===== src/rtl/memory_broadcast_responder.sv =====
// -----------------------------------------------------------------------------
// memory_broadcast_responder
//
// Purpose:
//   Serves cache-line read requests from N_PORTS requesters one at a time.
//   A round-robin arbiter picks a pending requester. Its line is read from
//   backing memory, and the returned line is broadcast to all caches. The
//   granted port receives a one-cycle req_ready pulse in the same cycle as
//   the broadcast strobe.
//
// Ports:
//   clk            - sole clock, rising edge
//   rst            - asynchronous, active-high reset
//   req_valid      - per-port request, held until served
//   req_addr       - per-port line address, port i at [i*LINE_ADDR_WIDTH +: LINE_ADDR_WIDTH]
//   req_ready      - one-cycle grant/acknowledge pulse, one-hot
//   mem_req_valid  - backing-memory read request
//   mem_req_addr   - backing-memory line address
//   mem_req_ready  - memory accepts request when valid & ready
//   mem_resp_valid - one-cycle read-return strobe
//   mem_resp_data  - returned line
//   bcast_valid    - one-cycle broadcast strobe
//   bcast_addr     - broadcast line address
//   bcast_data     - broadcast line data
// -----------------------------------------------------------------------------
module memory_broadcast_responder #(
    parameter int N_PORTS         = 4,
    parameter int LINE_ADDR_WIDTH = 12,
    parameter int LINE_WIDTH      = 64,
    parameter int PTR_WIDTH       = $clog2(N_PORTS)
) (
    input  logic                               clk,
    input  logic                               rst,
    input  logic [N_PORTS-1:0]                 req_valid,
    input  logic [N_PORTS*LINE_ADDR_WIDTH-1:0] req_addr,
    output logic [N_PORTS-1:0]                 req_ready,
    output logic                               mem_req_valid,
    output logic [LINE_ADDR_WIDTH-1:0]         mem_req_addr,
    input  logic                               mem_req_ready,
    input  logic                               mem_resp_valid,
    input  logic [LINE_WIDTH-1:0]              mem_resp_data,
    output logic                               bcast_valid,
    output logic [LINE_ADDR_WIDTH-1:0]         bcast_addr,
    output logic [LINE_WIDTH-1:0]              bcast_data
);

    typedef enum logic [2:0] {
        S_IDLE     = 3'd0,
        S_MEM_REQ  = 3'd1,
        S_MEM_WAIT = 3'd2,
        S_BCAST    = 3'd3,
        S_HOLD     = 3'd4
    } state_t;

    state_t                       r_state;
    state_t                       w_next_state;

    logic [PTR_WIDTH-1:0]         r_rr_ptr;
    logic [PTR_WIDTH-1:0]         r_grant;
    logic [LINE_ADDR_WIDTH-1:0]   r_addr;
    logic [LINE_ADDR_WIDTH-1:0]   r_bcast_addr;
    logic [LINE_WIDTH-1:0]        r_bcast_data;
    logic [N_PORTS-1:0]           r_req_ready;
    logic                         r_mem_req_valid;
    logic                         r_bcast_valid;

    logic                         w_found;
    logic [PTR_WIDTH-1:0]         w_grant_idx;
    logic [LINE_ADDR_WIDTH-1:0]   w_req_addr_sel;
    logic [PTR_WIDTH-1:0]         w_ptr_next;
    logic [N_PORTS-1:0]           w_grant_onehot;
    logic [N_PORTS-1:0]           w_next_req_ready;
    logic                         w_next_mem_req_valid;
    logic                         w_next_bcast_valid;

    // Round-robin search: first requesting port at or after r_rr_ptr, wrapping.
    always_comb begin : rr_search
        logic [PTR_WIDTH:0]   v_sum;
        logic [PTR_WIDTH-1:0] v_idx;
        w_found     = 1'b0;
        w_grant_idx = r_rr_ptr;
        v_sum       = '0;
        v_idx       = '0;
        for (int i = 0; i < N_PORTS; i++) begin
            v_sum = {1'b0, r_rr_ptr} + (PTR_WIDTH+1)'(i);
            // Modulo N_PORTS without a divider: the sum is below 2*N_PORTS.
            if (v_sum >= (PTR_WIDTH+1)'(N_PORTS)) begin
                v_sum = v_sum - (PTR_WIDTH+1)'(N_PORTS);
            end else begin
                v_sum = v_sum;
            end
            v_idx = v_sum[PTR_WIDTH-1:0];
            if (!w_found && req_valid[v_idx]) begin
                w_found     = 1'b1;
                w_grant_idx = v_idx;
            end else begin
                w_found     = w_found;
            end
        end
        w_req_addr_sel = req_addr[w_grant_idx*LINE_ADDR_WIDTH +: LINE_ADDR_WIDTH];
    end

    // Pointer advance past the served port and its one-hot acknowledge.
    always_comb begin
        w_ptr_next     = '0;
        w_grant_onehot = '0;
        if (r_grant == PTR_WIDTH'(N_PORTS - 1)) begin
            w_ptr_next = '0;
        end else begin
            w_ptr_next = r_grant + PTR_WIDTH'(1);
        end
        w_grant_onehot[r_grant] = 1'b1;
    end

    // FSM state register.
    always_ff @(posedge clk or posedge rst) begin
        if (rst) begin
            r_state <= S_IDLE;
        end else begin
            r_state <= w_next_state;
        end
    end

    // Next-state decode plus next values of the registered strobes.
    always_comb begin
        w_next_state         = r_state;
        w_next_req_ready     = '0;
        w_next_mem_req_valid = 1'b0;
        w_next_bcast_valid   = 1'b0;
        case (r_state)
            S_IDLE: begin
                if (w_found) begin
                    w_next_state = S_MEM_REQ;
                end else begin
                    w_next_state = S_IDLE;
                end
            end
            S_MEM_REQ: begin
                if (mem_req_ready) begin
                    w_next_state = S_MEM_WAIT;
                end else begin
                    w_next_state = S_MEM_REQ;
                end
            end
            S_MEM_WAIT: begin
                // Responses are only meaningful here; elsewhere they are ignored.
                if (mem_resp_valid) begin
                    w_next_state = S_BCAST;
                end else begin
                    w_next_state = S_MEM_WAIT;
                end
            end
            S_BCAST: begin
                w_next_state = S_HOLD;
            end
            S_HOLD: begin
                w_next_state = S_IDLE;
            end
            default: begin
                w_next_state = S_IDLE;
            end
        endcase

        // Strobes are decoded from the next state so they leave a flop
        // in the same cycle the FSM occupies the matching state.
        if (w_next_state == S_BCAST) begin
            w_next_req_ready   = w_grant_onehot;
            w_next_bcast_valid = 1'b1;
        end else begin
            w_next_req_ready   = '0;
            w_next_bcast_valid = 1'b0;
        end
        if (w_next_state == S_MEM_REQ) begin
            w_next_mem_req_valid = 1'b1;
        end else begin
            w_next_mem_req_valid = 1'b0;
        end
    end

    // Registered strobe outputs.
    always_ff @(posedge clk or posedge rst) begin
        if (rst) begin
            r_req_ready     <= '0;
            r_mem_req_valid <= 1'b0;
            r_bcast_valid   <= 1'b0;
        end else begin
            r_req_ready     <= w_next_req_ready;
            r_mem_req_valid <= w_next_mem_req_valid;
            r_bcast_valid   <= w_next_bcast_valid;
        end
    end

    // Grant latch, broadcast payload capture and round-robin pointer.
    always_ff @(posedge clk or posedge rst) begin
        if (rst) begin
            r_grant      <= '0;
            r_addr       <= '0;
            r_rr_ptr     <= '0;
            r_bcast_addr <= '0;
            r_bcast_data <= '0;
        end else begin
            // Address is latched at grant so a requester may drop or change
            // req_addr afterwards without disturbing the transaction.
            if ((r_state == S_IDLE) && w_found) begin
                r_grant <= w_grant_idx;
                r_addr  <= w_req_addr_sel;
            end
            // Payload changes only on entry to S_BCAST, so it stays stable
            // through the strobe cycle and the following hold cycle.
            if ((r_state == S_MEM_WAIT) && mem_resp_valid) begin
                r_bcast_data <= mem_resp_data;
                r_bcast_addr <= r_addr;
            end
            if (r_state == S_BCAST) begin
                r_rr_ptr <= w_ptr_next;
            end
        end
    end

    assign req_ready     = r_req_ready;
    assign mem_req_valid = r_mem_req_valid;
    assign mem_req_addr  = r_addr;
    assign bcast_valid   = r_bcast_valid;
    assign bcast_addr    = r_bcast_addr;
    assign bcast_data    = r_bcast_data;

endmodule


===== config.mk =====
export PLATFORM = sky130hd
export DESIGN_NAME = memory_broadcast_responder
export DESIGN_NICKNAME = d
export VERILOG_FILES = /design/src/rtl/memory_broadcast_responder.sv
export SDC_FILE = /design/constraint.sdc
export NUM_CORES = 1
export LEC_CHECK = 0
export ABC_CLOCK_PERIOD_IN_PS = 4800
export CAP_MARGIN = 20
export CORE_ASPECT_RATIO = 1.2
export CORE_MARGIN = 10
export CORE_UTILIZATION = 43
export CTS_CLUSTER_DIAMETER = 80
export DETAILED_ROUTE_END_ITERATION = 12
export PLACE_DENSITY_LB_ADDON = 0.05
export SETUP_SLACK_MARGIN = 0.3
export SLEW_MARGIN = 20
export SYNTH_ARGS = -nofsm -noshare
export SYNTH_HDL_FRONTEND = slang
export SYNTH_SLANG_ARGS = --single-unit

===== constraint.sdc =====
create_clock -name clk -period 4.8 [get_ports clk]
set_input_delay 0.48 -clock clk [delete_from_list [all_inputs] [get_ports clk]]
set_output_delay 0.48 -clock clk [all_outputs]
set_load 0.01 [all_outputs]

==> results of run 1 <==
[through the flow]
stage / setup WS (ns) / hold WS [ns] / power [mW]
after floorplan: 1.67 / 0.487 / 2.46
after global placement: 1.96 / 0.488 / 3.47
after detailed placement: 1.89 / 0.494 / 3.53
after CTS: 2.24 / 0.509 / 4.24
after global routing: 2.04 / 0.515 / 4.43
final: 2.24 / 0.503 / 4.18
[cells in the mapped netlist, types with 3 or more instances]
cell type,number
a21oi_1,5
a221oi_2,10
and2_1,4
buf_2,9
buf_6,3
dfrtp_1,101
ha_1,4
inv_1,7
mux2_2,77
mux2i_1,24
nand2_1,6
nor2_1,16
[flip-flops by register name, summed over array words and instances (netlist names), 2 cells and up]
register and flops:
bcast_addr 12, bcast_data 64, mem_req_addr 12, req_ready 4, r_state 3, r_grant 2, r_rr_ptr 2
[per-layer routing]
metal | global-route usage (%) | share of wire (%)
met1 | 18.8 | 40
met2 | 28.0 | 49
met3 | 7.81 | 10
met4 | 6.29 | 1.6
met5 | 0 | 0
[report_power, final]
| group | total, mW | internal [mW] | switching [mW] |
|---|---|---|---|
| clock network | 0.697 | 0.394 | 0.303 |
| registers | 1.51 | 1.26 | 0.249 |
| logic | 1.97 | 1.19 | 0.782 |
[final cells by class]
cell class	count	area, µm²	area share [%]
flip-flops and latches	101	2530	37.4
clock buffers	13	270	4.00
clock inverters	3	18.8	0.278
inverters	7	28.8	0.426
repair buffers	216	2150	31.9
well taps	123	154	2.28
multi-input cells	165	1610	23.8
[path summary, 6_finish.rpt]
path                                startpoint  cells after the start                to
worst max-delay path              req_valid[3]                      5  mem_req_addr[10]
worst min-delay path            bcast_data[21]                      1    bcast_data[21]
worst max register to register      r_state[0]                      3  mem_req_addr[10]
worst min register to register  bcast_data[21]                      1    bcast_data[21]
max in group asynchronous                  rst                      3     bcast_data[1]
min in group asynchronous                  rst                      2    bcast_data[31]
[logic make-up after synthesis]
| kind of cell | after synthesis | share of synthesized area (%) |
|---|---|---|
| flops | 101 | 59.5 |
| compound gates | 25 | 5.92 |
| simple gates | 35 | 4.15 |
| buf+inv | 22 | 3.21 |
| mux | 101 | 26.1 |
| fa+ha+maj | 4 | 1.18 |
[worst register-to-register path, delay by kind of cell, from the launching register on]
family | cells | cell delay, ns
compound gates | 1 | 0.17
simple gates | 2 | 1.52
flops | 1 | 0.49
==> summary.md, run 1 <==
| Metric | Value |
|---|---|
| Nets | `624` |
| 1st-pass router iterations | `4` |
| Peak Freq | `390 MHz` |
| Iteration-0 DRC Markers | `100` |
| Worst clock skew | `0.00733 ns` |
| Gr ovfl total | `0` |
| Fillers | `689` |
| Fin. max-slew vios | `0` |
| Setup violations, final | `0` |
| Clock Pin Slew Worst Setup and Hold Paths | `0.07 ns` |
| Vias/cell | `4.95` |
| Main synth FF type | `dfrtp_1` |
| Crit-path slowest cell | `and3_1` |
| Post-synth EDFFs | `0` |
| Area of the core | `0.00961 mm²` |
| Actual slew at the worst max-slew pin | `0.908 ns` |
| H-tree depth | `3` |
| Die area | `0.0143 mm²` |
| Number of antenna violations at the first check in global routing | `0` |
| Final ANT Viol Nets | `0` |
| Fin crit share | `53.4%` |
| Maximum root-to-sink buffer count | `2` |
| Syn. warnings | `0` |
| Mapped Cells | `288` |
| Hold Vio Cnt, Final | `0` |
| Placed cells | `612` |
| Required @ worst endpoint | `4.97 ns` |
| Tmin final | `2.56 ns` |
| # DRC | `0` |
| RSZ-0062 raised after global routing | `no` |
| DPL Wire Length | `9.74 mm` |
| First-pass GRT wire length | `19.0 mm` |
| Num rows | `39` |
| Yosys reg bits | `101` |
| Total Wirelength | `12.6 mm` |
| IO buf count | `213` |
| CTS sink cnt | `101` |
| Worst-skew pair later-pin latency | `0.34 ns` |
| Layout cells sized above 1 | `22.0%` |
| Final instance area | `0.00676 mm²` |
| Worst Setup End Kind | `register` |
| Total negative slack | `0 ns` |
| CP peak stage delay | `0.77 ns` |
| Largest net degree at the start of global routing | `68` |
| Vias in the first global route | `3,309` |
| Die span in y | `129 µm` |
| Cell area power density | `618 mW/mm²` |
| R2r setup slk | `2.45 ns` |
| Max cap viols | `0` |
| Area growth from synthesis to layout | `59.2%` |
| Util after Layout | `70.4%` |
| Asr flop ratio synth | `100%` |
| Post-DR wirelength/cell | `20.0 µm` |
| Cells along the critical path | `clkdlybuf4s50_1 > nor4_1 > nor4_4 > and3_1 > a221oi_1` |
| Initial Util | `44.2%` |
| Synth area leader | `dfrtp_1` |
| Resize count post-CTS | `0` |
| Root Driver | `clkbuf_16` |
| GP Congestion | `0.780` |
| Hold_buf cts | `0` |
| Peak supply drop | `0.319 mV` |
| Syn Nets | `412` |
| Critical path class | `in -> reg` |
| CP Max Fanout | `15` |
| Cell variety after synth | `31` |
| Via count | `3,106` |
| Crit start category | `primary input` |
| Synth Cell Area | `0.00425 mm²` |
| WP data arrival | `2.73 ns` |
| Most frequent cells in the layout | `clkdlybuf4s50_1, dfrtp_1, mux2_2` |
| Post-Layout Cell Count | `628` |
| Die X-Extent | `111 µm` |
| CP delay by family, top | `simple AND/OR/NAND/NOR gates` |
| Hold WC Path Type | `reg -> reg` |
| Status | `finished, final reports clean` |
| # IOs | `214` |
| Worst slew margin | `39.5%` |
| Crit path buf inv count | `1` |
| # diodes | `0` |
| Total GRT Usage | `16.9%` |
| TritonCTS buffer count | `9` |
| TritonCTS clock tree | `done` |
| Largest cells by area after synthesis | `dfrtp_1, mux2_2, mux2i_1` |
| Commonest non-fill, non-tap cell in the layout | `clkdlybuf4s50_1` |
| Syn_area_per_cell | `14.8 µm²` |
| Top-area cell type share of the netlist area | `59.5%` |
| Setup bufs post-CTS | `0` |
| Placed cell area | `0.00647 mm²` |
| Sequential share of the synthesized area | `59.5%` |
| Leakage | `2.83 nW` |
(Power assumes the default switching activity.)
==> inputs of run 2 (changes only) <==
ABC_CLOCK_PERIOD_IN_PS = 2270   (was 4800)
CORE_UTILIZATION = 36   (was 43)
clock period = 2.27 ns   (was 4.8 ns; I/O delays follow)
==> run 2 against run 1 <==
Wire length rose by 4.7%; final cell count rose by 7.3%; global-route usage fell by 1.4 points; clock power rose by 140%; register-to-register slack got worse by 2.0 ns; non-clock buffer count rose by 11; combinational power rose by 120%; critical path type unchanged; via count rose by 2.4%; worst setup slack got worse by 1.9 ns; clock-buffer cell count fell by 2; total power rose by 120%; utilization fell by 9.5 points.
==> summary.md, run 2 (same netlist as run 1, synthesis figures left out) <==
| Metric | Value |
|---|---|
| Status | `finished, final reports clean` |
| Peak supply drop | `0.507 mV (+59%)` |
| WP data arrival | `2.13 ns (-0.60 ns)` |
| Tot Pwr | `9.30 mW (+120%)` |
| Leakage | `2.94 nW (+3.7%)` |
| PnR worst setup slack | `0.373 ns (-1.86 ns)` |
| Cells along the critical path | `clkdlybuf4s50_1 > buf_4 > nor2_1 > a21oi_1 > o221a_4 > mux2i_1 > a221oi_1` |
| Root Driver | `clkbuf_16` |
| Setup violations, final | `0 (unchanged)` |
| Hold_buf cts | `0 (unchanged)` |
| Max FFs per register | `64 (unchanged)` |
| R2r setup slk | `0.42 ns (-2.03 ns)` |
| Total negative slack | `0 ns (unchanged)` |
| IO buf count | `213 (unchanged)` |
| Via count | `3,182 (+2.4%)` |
| Hold Vio Cnt, Final | `0 (unchanged)` |
| Maximum root-to-sink buffer count | `2 (unchanged)` |
| Final ANT Viol Nets | `0 (unchanged)` |
| 1st-pass router iterations | `4 (unchanged)` |
| Worst Setup End Kind | `register` |
| Setup WS pre-CTS | `-0.202 ns (-2.09 ns)` |
| First-pass GRT wire length | `20.4 mm (+7.3%)` |
| Total GRT Usage | `15.5% (-1.4 points)` |
| # DRC | `0 (unchanged)` |
| TritonCTS buffer count | `9 (unchanged)` |
| Die area | `0.0166 mm² (+16%)` |
| Worst-skew pair later-pin latency | `0.33 ns (about the same)` |
| Area of the core | `0.0116 mm² (+20%)` |
| CTS sink cnt | `101 (unchanged)` |
| Cell area power density | `1320 mW/mm² (+110%)` |
| Total Wirelength | `13.2 mm (+4.7%)` |
| Die span in y | `139 µm (+7.8%)` |
| Commonest non-fill, non-tap cell in the layout | `clkdlybuf4s50_1` |
| GP Congestion | `0.803 (+3.0%)` |
| Max cap viols | `0 (unchanged)` |
| Tmin final | `1.90 ns` |
| Fin crit share | `83.6%` |
| Vias/cell | `4.72 (-4.5%)` |
| Hold WC Path Type | `in -> async` |
| R2r endpoint | `mem_req_addr[10]` |
| Num rows | `43 (+10%)` |
| Required @ worst endpoint | `2.51 ns (-2.46 ns)` |
| Crit-path slowest cell | `clkdlybuf4s50_1` |
| Number of antenna violations at the first check in global routing | `0 (unchanged)` |
| RSZ-0062 raised after global routing | `no` |
| R2R Path Start | `r_rr_ptr[0]` |
| CP Max Fanout | `12 (-3)` |
| Post-DR wirelength/cell | `19.5 µm (-2.4%)` |
| Initial Util | `36.7% (-7.5 points)` |
| Critical path class | `in -> reg` |
| Vias in the first global route | `3,514 (+6.2%)` |
| Fillers | `976 (+42%)` |
| Actual slew at the worst max-slew pin | `0.556 ns (-0.352 ns)` |
| Worst reg2reg path depth | `5 (+2)` |
| # diodes | `0 (unchanged)` |
| Layout cells sized above 1 | `24.2% (+2.2 points)` |
| DPL Wire Length | `9.90 mm (+1.6%)` |
| # IOs | `214 (unchanged)` |
| Most frequent cells in the layout | `clkdlybuf4s50_1, dfrtp_1, mux2_2` |
| CP peak stage delay | `0.49 ns (-0.28 ns)` |
| Die X-Extent | `119 µm (+7.6%)` |
| Worst slew margin | `62.9% (+23 points)` |
| Area growth from synthesis to layout | `65.8%` |
| Nets | `636 (+1.9%)` |
| Largest net degree at the start of global routing | `58 (-15%)` |
| TritonCTS clock tree | `done` |
| Crit start category | `primary input` |
| H-tree depth | `3 (unchanged)` |
| Peak Freq | `527 MHz` |
| Clock Pin Slew Worst Setup and Hold Paths | `0.07 ns (about the same)` |
| Iteration-0 DRC Markers | `113 (+13%)` |
| Fin. max-slew vios | `0 (unchanged)` |
| Worst clock skew | `0.00525 ns (-0.00208 ns)` |
| Gr ovfl total | `0 (unchanged)` |
==> run 2: changes by cell type in the layout (fill, tap and decap cells not counted), moves of 2 or more <==
cell / delta
buf_12: +6
buf_4: +5
bufinv_16: +2
o221a_4: +2
==> run 2: worst max-delay path by stage <==
stage	start	end	slack, ns	depth (start not counted)
2_1_floorplan	r_state[1]	mem_req_addr[1]	0.70	4
3_3_place_gp	req_valid[3]	mem_req_addr[1]	-0.10	7
3_5_place_dp	req_valid[3]	mem_req_addr[5]	-0.20	7
4_1_cts	r_state[0]	bcast_data[32]	0.41	4
5_1_grt	r_rr_ptr[0]	mem_req_addr[9]	0.30	6
6_report	req_valid[1]	mem_req_addr[10]	0.37	7
==> run 2: cell type report <==
class / count / area [µm²] / share of cell area, %
clock buffer: 11 / 253 / 3.59
clock inverter: 5 / 82.6 / 1.17
inverter: 7 / 30.0 / 0.426
multi-input combinational: 166 / 1640 / 23.3
sequential: 101 / 2530 / 35.9
tap: 157 / 196 / 2.79
timing repair buffer: 227 / 2310 / 32.8
==> run 2: report_power, final <==
group / switching (mW) / internal (mW)
registers: 0.515 / 2.67
clock network: 0.672 / 1.03
logic: 1.73 / 2.68
total: 2.92 / 6.38
==> run 2: per-layer routing <==
metal / global-route usage (%) / up-vias / wire (µm)
met4: 4.83 / 0 / 177
met5: 0 / - / 0
met1: 18.7 / 1558 / 5190
met2: 25.0 / 130 / 6470
met3: 5.91 / 12 / 1320
li1: - / 1482 / -
==> run 2: repair_timing <==
item                                    in CTS  in global routing
endpoints found under the setup margin      12                 11
cloned                                       0                  1
pin swaps                                    1                  1
setup buffers                                1                  3
gates resized for setup                      1                  2
hold endpoints to repair                     0                  0
==> run 2: worst max-delay path: cells and delay by family <==
family | cells | cell delay [ns]
compound gates | 3 | 1.09
simple gates | 1 | 0.05
buf+inv | 2 | 0.64
mux | 1 | 0.12
==> run 2: stage by stage <==
stage | utilization (%) | area (µm²) | hold slack, ns | cells
after floorplan | - | 4250 | 0.379 | 288
after global placement | 57.3 | 6630 | 0.488 | 653
after detailed placement | 57.3 | 6630 | 0.494 | 653
after CTS | 60.4 | 6980 | 0.345 | 670
after global routing | 60.9 | 7040 | 0.367 | 674
final | 60.9 | 7040 | 0.320 | 674
==> inputs of run 3 (changes only) <==
ABC_CLOCK_PERIOD_IN_PS = 1800   (was 2270)
CORE_UTILIZATION = 40   (was 36)
clock period = 1.8 ns   (was 2.27 ns; I/O delays follow)
==> run 3 against run 2 <==
First-iteration DRC count decreased by 17%; total power is 30% higher; worst setup slack worse by 0.16 ns; critical path depth shrank 1; critical path type is now reg -> reg.
==> summary.md, run 3 (same netlist as run 1, synthesis figures left out) <==
| Metric | Value |
|---|---|
| Status | `finished, final reports clean` |
| CTS sink cnt | `101 (unchanged)` |
| TritonCTS buffer count | `9 (unchanged)` |
| 1st-pass router iterations | `4 (unchanged)` |
| Worst reg2reg path depth | `6 (+1)` |
| Largest net degree at the start of global routing | `43 (-26%)` |
| Vias/cell | `4.92 (+4.2%)` |
| Met2 wire length | `6.50 mm (+0.32%)` |
| Die area | `0.0152 mm² (-8.5%)` |
| Crit start category | `register` |
| Max FFs per register | `64 (unchanged)` |
| Fin. max-slew vios | `0 (unchanged)` |
| Critical path class | `reg -> reg` |
| Worst-skew pair later-pin latency | `0.34 ns (about the same)` |
| Total GRT Usage | `16.6% (+1.1 points)` |
| Nets | `654 (+2.8%)` |
| Peak Freq | `629 MHz` |
| Vias in the first global route | `3,687 (+4.9%)` |
| Metal-1 WL | `5.12 mm (-1.3%)` |
| Via count | `3,265 (+2.6%)` |
| Iteration-0 DRC Markers | `94 (-17%)` |
| Hold WC Path Type | `in -> async` |
| Area of the core | `0.0105 mm² (-9.5%)` |
| Highest metal layer with signal wires | `met4` |
| Clock Pin Slew Worst Setup and Hold Paths | `0.07 ns (about the same)` |
| Total negative slack | `0 ns (unchanged)` |
| CP Max Fanout | `6 (-6)` |
| Layout cells sized above 1 | `29.2% (+5.0 points)` |
| Leakage | `3.14 nW (+6.9%)` |
| Hold Vio Cnt, Final | `0 (unchanged)` |
| RSZ-0062 raised after global routing | `yes` |
| Gr ovfl total | `0 (unchanged)` |
| Die span in y | `133 µm (-4.4%)` |
| IO buf count | `213 (unchanged)` |
| Cell area power density | `1660 mW/mm² (+25%)` |
| Max cap viols | `0 (unchanged)` |
| Placed cells | `642 (-1.7%)` |
| WP data arrival | `1.80 ns (-0.33 ns)` |
| Num rows | `41 (-4.7%)` |
| # IOs | `214 (unchanged)` |
| Hold WS | `0.284 ns (-0.0356 ns)` |
| DPL Wire Length | `10.2 mm (+2.9%)` |
| Tot Pwr | `12.1 mW (+30%)` |
| Most frequent cells in the layout | `clkdlybuf4s50_1, dfrtp_1, mux2_2` |
| GP Congestion | `0.789 (-1.7%)` |
| Peak supply drop | `0.723 mV (+42%)` |
| TritonCTS clock tree | `done` |
| Worst Setup End Kind | `register` |
| Area growth from synthesis to layout | `71.8%` |
| Required @ worst endpoint | `2.00 ns (-0.51 ns)` |
| First-pass GRT wire length | `20.1 mm (-1.3%)` |
| Worst clock skew | `0.00774 ns (+0.00249 ns)` |
| H-tree depth | `3 (unchanged)` |
| Post-DR wirelength/cell | `19.7 µm (+0.76%)` |
| Actual slew at the worst max-slew pin | `0.527 ns (-0.0285 ns)` |
| Initial Util | `40.6% (+3.9 points)` |
| Total Wirelength | `13.1 mm (-0.74%)` |
| Setup violations, final | `0 (unchanged)` |
| Final ANT Viol Nets | `0 (unchanged)` |
| # DRC | `0 (unchanged)` |
| Die X-Extent | `114 µm (-4.3%)` |
| Number of antenna violations at the first check in global routing | `0 (unchanged)` |
| Post-Layout Cell Count | `664 (-1.5%)` |
| Root Driver | `clkbuf_16` |
| Worst slew margin | `64.8% (+1.9 points)` |
| Fin crit share | `88.4%` |
| Commonest non-fill, non-tap cell in the layout | `clkdlybuf4s50_1` |
| Maximum root-to-sink buffer count | `2 (unchanged)` |
| # diodes | `0 (unchanged)` |
| Met3 wire length | `1.19 mm (-9.5%)` |
| Tmin final | `1.59 ns` |
## run 3: cell count changes in the layout (fill, tap and decap cells not counted), sizes merged
cell	delta
o221a	-1
dlymetal6s2s	+11
dlygate4sd2	+4
clkbuf	+1
buf	+18
clkdlybuf4s50	-15
## run 3: worst paths after layout
| kind | slack [ns] | startpoint | endpoint |
|---|---|---|---|
| max in group asynchronous | 1.06 | rst | bcast_data[46] |
| min reg2reg | 0.50 | bcast_addr[11] | bcast_addr[11] |
| min | 0.28 | rst | bcast_data[19] |
| min in group clk | 0.45 | mem_resp_data[58] | bcast_data[58] |
| max reg2reg | 0.21 | r_rr_ptr[1] | mem_req_addr[10] |
| max | 0.21 | r_rr_ptr[1] | mem_req_addr[10] |
## run 3: repair_timing
action | in CTS | in global routing
hold buffers | 0 | 0
gates cloned | 0 | 2
resized for setup | 17 | 23
buffers inserted | 3 | 1
pin swaps | 3 | 4
endpoints found under the setup margin | 90 | 99
## run 3: layout make-up
cell class / instances / area [µm²]
Clock buffer: 11 / 253
Clock inverter: 5 / 82.6
Fill cell: 772 / 3170
Inverter: 7 / 30.0
Multi-Input combinational cell: 165 / 1700
Sequential cell: 101 / 2530
Tap cell: 129 / 161
Timing Repair Buffer: 246 / 2540
## run 3: through the flow
step	setup WS, ns	utilization (%)	cell area (µm²)
final	0.209	69.8	7300
after global routing	0.0757	69.8	7300
after CTS	0.208	68.6	7180
after detailed placement	-0.179	64.7	6770
after global placement	-0.129	64.7	6770
after floorplan	0.263	-	4270
## run 3: where the power goes
part | switching, mW | total, mW | leakage [nW] | internal, mW
Combinational | 2.32 | 5.96 | 1.77 | 3.64
Sequential | 0.626 | 4.00 | 1.21 | 3.37
Clock | 0.824 | 2.12 | 0.166 | 1.30
## run 3: per-layer routing
metal  vias up  GRT usage [%]
met5         -              0
met4         0           6.07
met3        16           6.33
met2       139           27.7
met1      1598           18.8
li1       1512              -
## run 3: worst max-delay path, cell delays in order, from the launching register on
cell and delay, ns:
dfrtp_1 0.43, inv_1 0.09, a21oi_2 0.15, o221a_4 0.27, buf_6 0.13, mux2i_2 0.27
a221oi_2 0.11
